File: src/rtl/iq_impairment_pipe.sv
// Three-stage I/Q impairment pipe: Q gain mismatch, then phase rotation, with rounding and saturation.
// Optional DC offsets on I and Q are enabled by defining IQ_IMPAIR_DC_OFFSET_EN.
module iq_impairment_pipe #(
    parameter int DW        = 16,
    parameter int CW        = 16,
    parameter int SATW      = 16,
    parameter int GAIN_INIT = 2**(CW-1)-1,
    parameter int COS_INIT  = 2**(CW-1)-1,
    parameter int SIN_INIT  = 0
) (
    input  logic            clk,
    input  logic            rst_n,
    input  logic            in_valid,
    output logic            in_ready,
    input  logic [DW-1:0]   i_in,
    input  logic [DW-1:0]   q_in,
    output logic            out_valid,
    input  logic            out_ready,
    output logic [DW-1:0]   i_out,
    output logic [DW-1:0]   q_out,
    input  logic            cfg_wr,
    input  logic [2:0]      cfg_addr,
    input  logic [CW-1:0]   cfg_data,
    input  logic            cfg_commit,
    input  logic            sat_clr,
    output logic [SATW-1:0] sat_cnt
);

    localparam int PW = DW + CW;
    localparam int XW = DW + CW + 2;
    localparam logic signed [XW-1:0] HALF = XW'(2**(CW-2));
    localparam logic signed [XW-1:0] MAXV = {{(XW-DW+1){1'b0}}, {(DW-1){1'b1}}};
    localparam logic signed [XW-1:0] MINV = {{(XW-DW+1){1'b1}}, {(DW-1){1'b0}}};
    localparam logic [CW-1:0] GAIN_RST = CW'(GAIN_INIT);
    localparam logic [CW-1:0] COS_RST  = CW'(COS_INIT);
    localparam logic [CW-1:0] SIN_RST  = CW'(SIN_INIT);

    function automatic logic signed [XW-1:0] ext_p(input logic signed [PW-1:0] x);
        return {{(XW-PW){x[PW-1]}}, x};
    endfunction

    function automatic logic signed [XW-1:0] rnd(input logic signed [XW-1:0] x);
        return (x + HALF) >>> (CW-1);
    endfunction

    function automatic logic [DW-1:0] clamp(input logic signed [XW-1:0] x);
        if (x > MAXV)      return MAXV[DW-1:0];
        else if (x < MINV) return MINV[DW-1:0];
        else               return x[DW-1:0];
    endfunction

    // Shadow registers take cfg writes; active registers feed stage 1 and change only on commit.
    logic signed [CW-1:0] gain_s, cos_s, sin_s, gain_a, cos_a, sin_a;
`ifdef IQ_IMPAIR_DC_OFFSET_EN
    logic signed [DW-1:0] offi_s, offq_s, offi_a, offq_a, offi1, offq1, offi2, offq2;
`endif

    always_ff @(posedge clk or negedge rst_n) begin
        if (!rst_n) begin
            gain_s <= GAIN_RST;
            cos_s  <= COS_RST;
            sin_s  <= SIN_RST;
            gain_a <= GAIN_RST;
            cos_a  <= COS_RST;
            sin_a  <= SIN_RST;
`ifdef IQ_IMPAIR_DC_OFFSET_EN
            offi_s <= '0;
            offq_s <= '0;
            offi_a <= '0;
            offq_a <= '0;
`endif
        end else begin
            if (cfg_commit) begin
                gain_a <= gain_s;
                cos_a  <= cos_s;
                sin_a  <= sin_s;
`ifdef IQ_IMPAIR_DC_OFFSET_EN
                offi_a <= offi_s;
                offq_a <= offq_s;
`endif
            end
            if (cfg_wr) begin
                case (cfg_addr)
                    3'd0: gain_s <= cfg_data;
                    3'd1: cos_s  <= cfg_data;
                    3'd2: sin_s  <= cfg_data;
`ifdef IQ_IMPAIR_DC_OFFSET_EN
                    3'd3: offi_s <= cfg_data[DW-1:0];
                    3'd4: offq_s <= cfg_data[DW-1:0];
`endif
                    default: ;
                endcase
            end
        end
    end

    logic en;
    assign en       = !out_valid || out_ready;
    assign in_ready = en;

    // Stage 1 datapath: Q gain, rounded and clamped back to DW bits.
    logic signed [PW-1:0] q_in_x, gain_x, q_prod;
    logic [DW-1:0]        qs_next;
    assign q_in_x  = {{CW{q_in[DW-1]}}, q_in};
    assign gain_x  = {{DW{gain_a[CW-1]}}, gain_a};
    assign q_prod  = q_in_x * gain_x;
    assign qs_next = clamp(rnd(ext_p(q_prod)));

    logic                 v1, v2;
    logic signed [DW-1:0] i1, qs1;
    logic signed [CW-1:0] cos1, sin1;
    logic signed [PW-1:0] i1_x, qs1_x, cos1_x, sin1_x;
    logic signed [PW-1:0] p_ic, p_qs, p_is, p_qc;
    assign i1_x   = {{CW{i1[DW-1]}}, i1};
    assign qs1_x  = {{CW{qs1[DW-1]}}, qs1};
    assign cos1_x = {{DW{cos1[CW-1]}}, cos1};
    assign sin1_x = {{DW{sin1[CW-1]}}, sin1};

    // Stage 3 datapath: rotation sums, rounding, optional offset, saturation.
    logic signed [XW-1:0] sum_i, sum_q, i_pre, q_pre;
    logic                 sat_i, sat_q;
    assign sum_i = ext_p(p_ic) - ext_p(p_qs);
    assign sum_q = ext_p(p_is) + ext_p(p_qc);
`ifdef IQ_IMPAIR_DC_OFFSET_EN
    assign i_pre = rnd(sum_i) + {{(XW-DW){offi2[DW-1]}}, offi2};
    assign q_pre = rnd(sum_q) + {{(XW-DW){offq2[DW-1]}}, offq2};
`else
    assign i_pre = rnd(sum_i);
    assign q_pre = rnd(sum_q);
`endif
    assign sat_i = (i_pre > MAXV) || (i_pre < MINV);
    assign sat_q = (q_pre > MAXV) || (q_pre < MINV);

    always_ff @(posedge clk or negedge rst_n) begin
        if (!rst_n) begin
            v1        <= 1'b0;
            i1        <= '0;
            qs1       <= '0;
            cos1      <= '0;
            sin1      <= '0;
            v2        <= 1'b0;
            p_ic      <= '0;
            p_qs      <= '0;
            p_is      <= '0;
            p_qc      <= '0;
            out_valid <= 1'b0;
            i_out     <= '0;
            q_out     <= '0;
`ifdef IQ_IMPAIR_DC_OFFSET_EN
            offi1     <= '0;
            offq1     <= '0;
            offi2     <= '0;
            offq2     <= '0;
`endif
        end else if (en) begin
            v1        <= in_valid;
            i1        <= $signed(i_in);
            qs1       <= $signed(qs_next);
            cos1      <= cos_a;
            sin1      <= sin_a;
            v2        <= v1;
            p_ic      <= i1_x * cos1_x;
            p_qs      <= qs1_x * sin1_x;
            p_is      <= i1_x * sin1_x;
            p_qc      <= qs1_x * cos1_x;
            out_valid <= v2;
            i_out     <= clamp(i_pre);
            q_out     <= clamp(q_pre);
`ifdef IQ_IMPAIR_DC_OFFSET_EN
            offi1     <= offi_a;
            offq1     <= offq_a;
            offi2     <= offi1;
            offq2     <= offq1;
`endif
        end
    end

    // Counts once per sample entering the output register; clear has priority and the count sticks at max.
    always_ff @(posedge clk or negedge rst_n) begin
        if (!rst_n) begin
            sat_cnt <= '0;
        end else if (sat_clr) begin
            sat_cnt <= '0;
        end else if (en && v2 && (sat_i || sat_q) && (sat_cnt != {SATW{1'b1}})) begin
            sat_cnt <= sat_cnt + 1'b1;
        end
    end

endmodule

File: config.mk
export PLATFORM = sky130hd
export DESIGN_NAME = iq_impairment_pipe
export DESIGN_NICKNAME = d
export VERILOG_FILES = /design/src/rtl/iq_impairment_pipe.sv
export SDC_FILE = /design/constraint.sdc
export NUM_CORES = 2
export LEC_CHECK = 0
export BUFFER_PORTS_ARGS = -buffer_cell sky130_fd_sc_hd__buf_2
export CAP_MARGIN = 5
export CORE_MARGIN = 1
export CORE_UTILIZATION = 39
export DETAILED_ROUTE_END_ITERATION = 6
export GPL_ROUTABILITY_DRIVEN = 1
export GPL_TIMING_DRIVEN = 1
export MAX_ROUTING_LAYER = met4
export PLACE_DENSITY = 0.54
export REMOVE_ABC_BUFFERS = 1
export SYNTH_ARGS = -nofsm -noshare
export SYNTH_HDL_FRONTEND = slang
export SYNTH_SLANG_ARGS = --single-unit
File: constraint.sdc
create_clock -name clk -period 18.9 [get_ports clk]
set_input_delay 4.725 -clock clk [delete_from_list [all_inputs] [get_ports clk]]
set_output_delay 4.725 -clock clk [all_outputs]
set_load 0.02 [all_outputs]
==> results.ini <==
[route]
drc = 26
dr_total_vias = 45344
drt_iter0_drc = 2365
first_pass_iters = 7
via_per_inst = 4.99
drt_wl_total_um = 164000
ant_nets = 0
post_drt_wl_per_cell_um = 18.0

[grt]
grt_pass1_wl_um = 270000
grt_max_degree = 92
gr-total-overflow = 0
grtUsageTotal_pct = 20.8
antenna_found_initial = 4
grt_pass1_vias = 48388

[setup_path]
critPathLaunchType = input port
path_max_fanout = 16
required_ns = 19.40
crit_path_end_kind = flip-flop
critPathKind = input port to flip-flop
worstPathArrival_ns = 11.48

[clock_tree]
root_buffer = clkbuf_16
cts_setup_buffers = 0
htreeDepth = 2
ctsResizeCount = 0
cts.sinks = 339
worstSkewPairLatency_ns = 0.62
numCtsBuffers = 42
cts_hold_buf = 0
cts_tree = yes
clk_path_buf_depth = 3
cts.clk_slew.worst_paths_ns = 0.06

[placed_design]
place_congestion = 0.877
pre_cts_slack_ns = 7.25
dp_hpwl_um = 129000
io_buffers = 107

[layout]
final_common_cell = inv_1
nets = 8769
final_cell_mix = inv_1, fa_1, nand2_1
area_growth_pct = 6.49
utilization_pct = 41.8
drive_gt1_share_pct = 6.60

[timing]
hold_viol_final = 0
relSlewSlack_pct = 28.1
period_share_pct = 58.1
finalCriticalPeriod_ns = 10.98
fin_skew_ns = 0.0365
max_freq_ghz = 0.0911
finalSetupViolCount = 0
rsz0062_at_grt = no
tightest_slew_ns = 1.08
slew_violations = 0
fin_ws_ns = 7.92

[floorplanning]
die_x_um = 410
floorplan.initialDensity_pct = 39.3
num_rows = 149
dieArea_um2 = 168000
io_pins = 108
die_h_um = 410
coreArea_um2 = 165000

[synth]
synth_top_flop_cell = dfrtp_1
synth_cells = 6946
synth_area_um2 = 64800
avgSynthCellArea_um2 = 9.32
synth_edf_count = 0
synth.ff_latch_count = 339
yosysWarningCount = 0
synthArstFlopShare_pct = 100
ys_seq_area_share_pct = 13.2
synth_cell_types = 77

[status]
violations = DRC
outcome = finished, violations left

[hold_path]
hp-class = flip-flop to flip-flop

[flow_run]
timing.max_cap.violations = 0

[logic make-up (layout without fill, tap and decap cells)]
family                   after synthesis  in the layout  synth area share [%]
adder cells (fa/ha/maj)             1846           1846                  50.9
AO/OA/AOI/OAI                        664            664                  6.30
AND/OR/NAND/NOR                     2031           2031                  14.9
multiplexers                         104            104                  1.81
flip-flops                           339            339                  13.2
buffers and inverters               1774           1726                  10.3
XOR/XNOR                             188            188                  2.54
other                                  0              2                     0
[layer usage]
metal  up-vias  wire, um  GRT usage [%]
met3       154      7310           2.01
met4         0      3370           4.06
met5         -         0              -
met1     23449     78900           30.0
li1      20763         -              -
met2       978     74000           31.8
[metrics by stage]
stage	hold slack [ns]	std cells	area (um2)	setup TNS [ns]
floorplan	0.431	6635	63600	-2.32
global placement	0.447	9010	67500	0
detailed placement	0.451	9010	67500	0
CTS	0.466	9087	69000	0
global route	0.491	9087	69000	0
finish	0.461	9089	69000	0
[state kept, by name, indices dropped and copies added, names as in the netlist, 32 cells and up]
register	cells
p_is	32
p_qs	32
p_ic	32
p_qc	32
[synth_stat cells, types with 16 or more instances]
| master | number | share of area (%) |
|---|---|---|
| dfrtp_1 | 279 | 11 |
| or3_1 | 21 | 0.20 |
| a21o_1 | 81 | 0.94 |
| and3_1 | 20 | 0.19 |
| a22oi_1 | 16 | 0.19 |
| nand4_1 | 18 | 0.17 |
| o21bai_1 | 29 | 0.34 |
| nand2b_1 | 89 | 0.86 |
| ha_1 | 531 | 10 |
| a21oi_1 | 255 | 2.0 |
| xnor2_1 | 124 | 1.7 |
| mux2_2 | 99 | 1.7 |
| o21ai_0 | 141 | 1.1 |
| fa_1 | 1315 | 41 |
| nor3_1 | 39 | 0.30 |
| clkbuf_1 | 297 | 1.7 |
| nor2_1 | 178 | 1.0 |
| and2_1 | 529 | 5.1 |
| o21a_1 | 21 | 0.24 |
| a211oi_1 | 20 | 0.23 |
| nand3_1 | 49 | 0.38 |
| xor2_1 | 64 | 0.87 |
| inv_1 | 1462 | 8.5 |
| nor2b_1 | 22 | 0.21 |
| nand2_1 | 1025 | 5.9 |
| o31ai_1 | 18 | 0.21 |
| dfstp_2 | 60 | 2.4 |
[path summary, 6_finish.rpt]
check / startpoint / endpoint / slack [ns] / cells past startpoint
setup reg to reg: cos1[1]$_DFFE_PN0N_ / p_qc[29]$_DFFE_PN0N_ / 10.79 / 20
max in group asynchronous: rst_n / sin_s[15]$_DFFE_PN0P_ / 12.08 / 4
hold reg to reg: p_qs[0]$_DFFE_PN0N_ / p_qs[0]$_DFFE_PN0N_ / 0.46 / 2
min in group asynchronous: rst_n / i1[0]$_DFFE_PN0N_ / 4.06 / 1
setup / recovery: q_in[15] / qs1[5]$_DFFE_PN0N_ / 7.92 / 24
hold / removal: p_qs[0]$_DFFE_PN0N_ / p_qs[0]$_DFFE_PN0N_ / 0.46 / 2
[layout make-up]
| cell class | instances | area, um2 |
|---|---|---|
| antenna | 2 | 5.00 |
| clock buffer | 53 | 1150 |
| clock inverter | 24 | 279 |
| fill | 16494 | 96000 |
| inverter | 1463 | 5500 |
| multi-input combinational | 4833 | 49600 |
| sequential | 339 | 8570 |
| tap | 2189 | 2740 |
| timing repair buffer | 186 | 1140 |
[worst max-delay path: stages]
cell	delay (ns)
buf_2	0.21
nand2_1	0.15
inv_1	0.10
fa_1	0.70
inv_1	0.10
fa_1	0.47
inv_1	0.31
fa_1	0.52
fa_1	0.51
fa_1	0.49
inv_1	0.05
fa_1	0.47
inv_1	0.04
ha_1	0.33
and2_1	0.18
nand4_1	0.13
or3b_2	0.45
o31a_1	0.16
a211o_1	0.28
a311oi_1	0.37
and2_1	0.20
o21ai_0	0.07
buf_4	0.23
a22oi_1	0.20
Power is left out: the tool's default activity adds up to more than one toggle a clock period on the data nets, which glitch-free logic cannot reach.
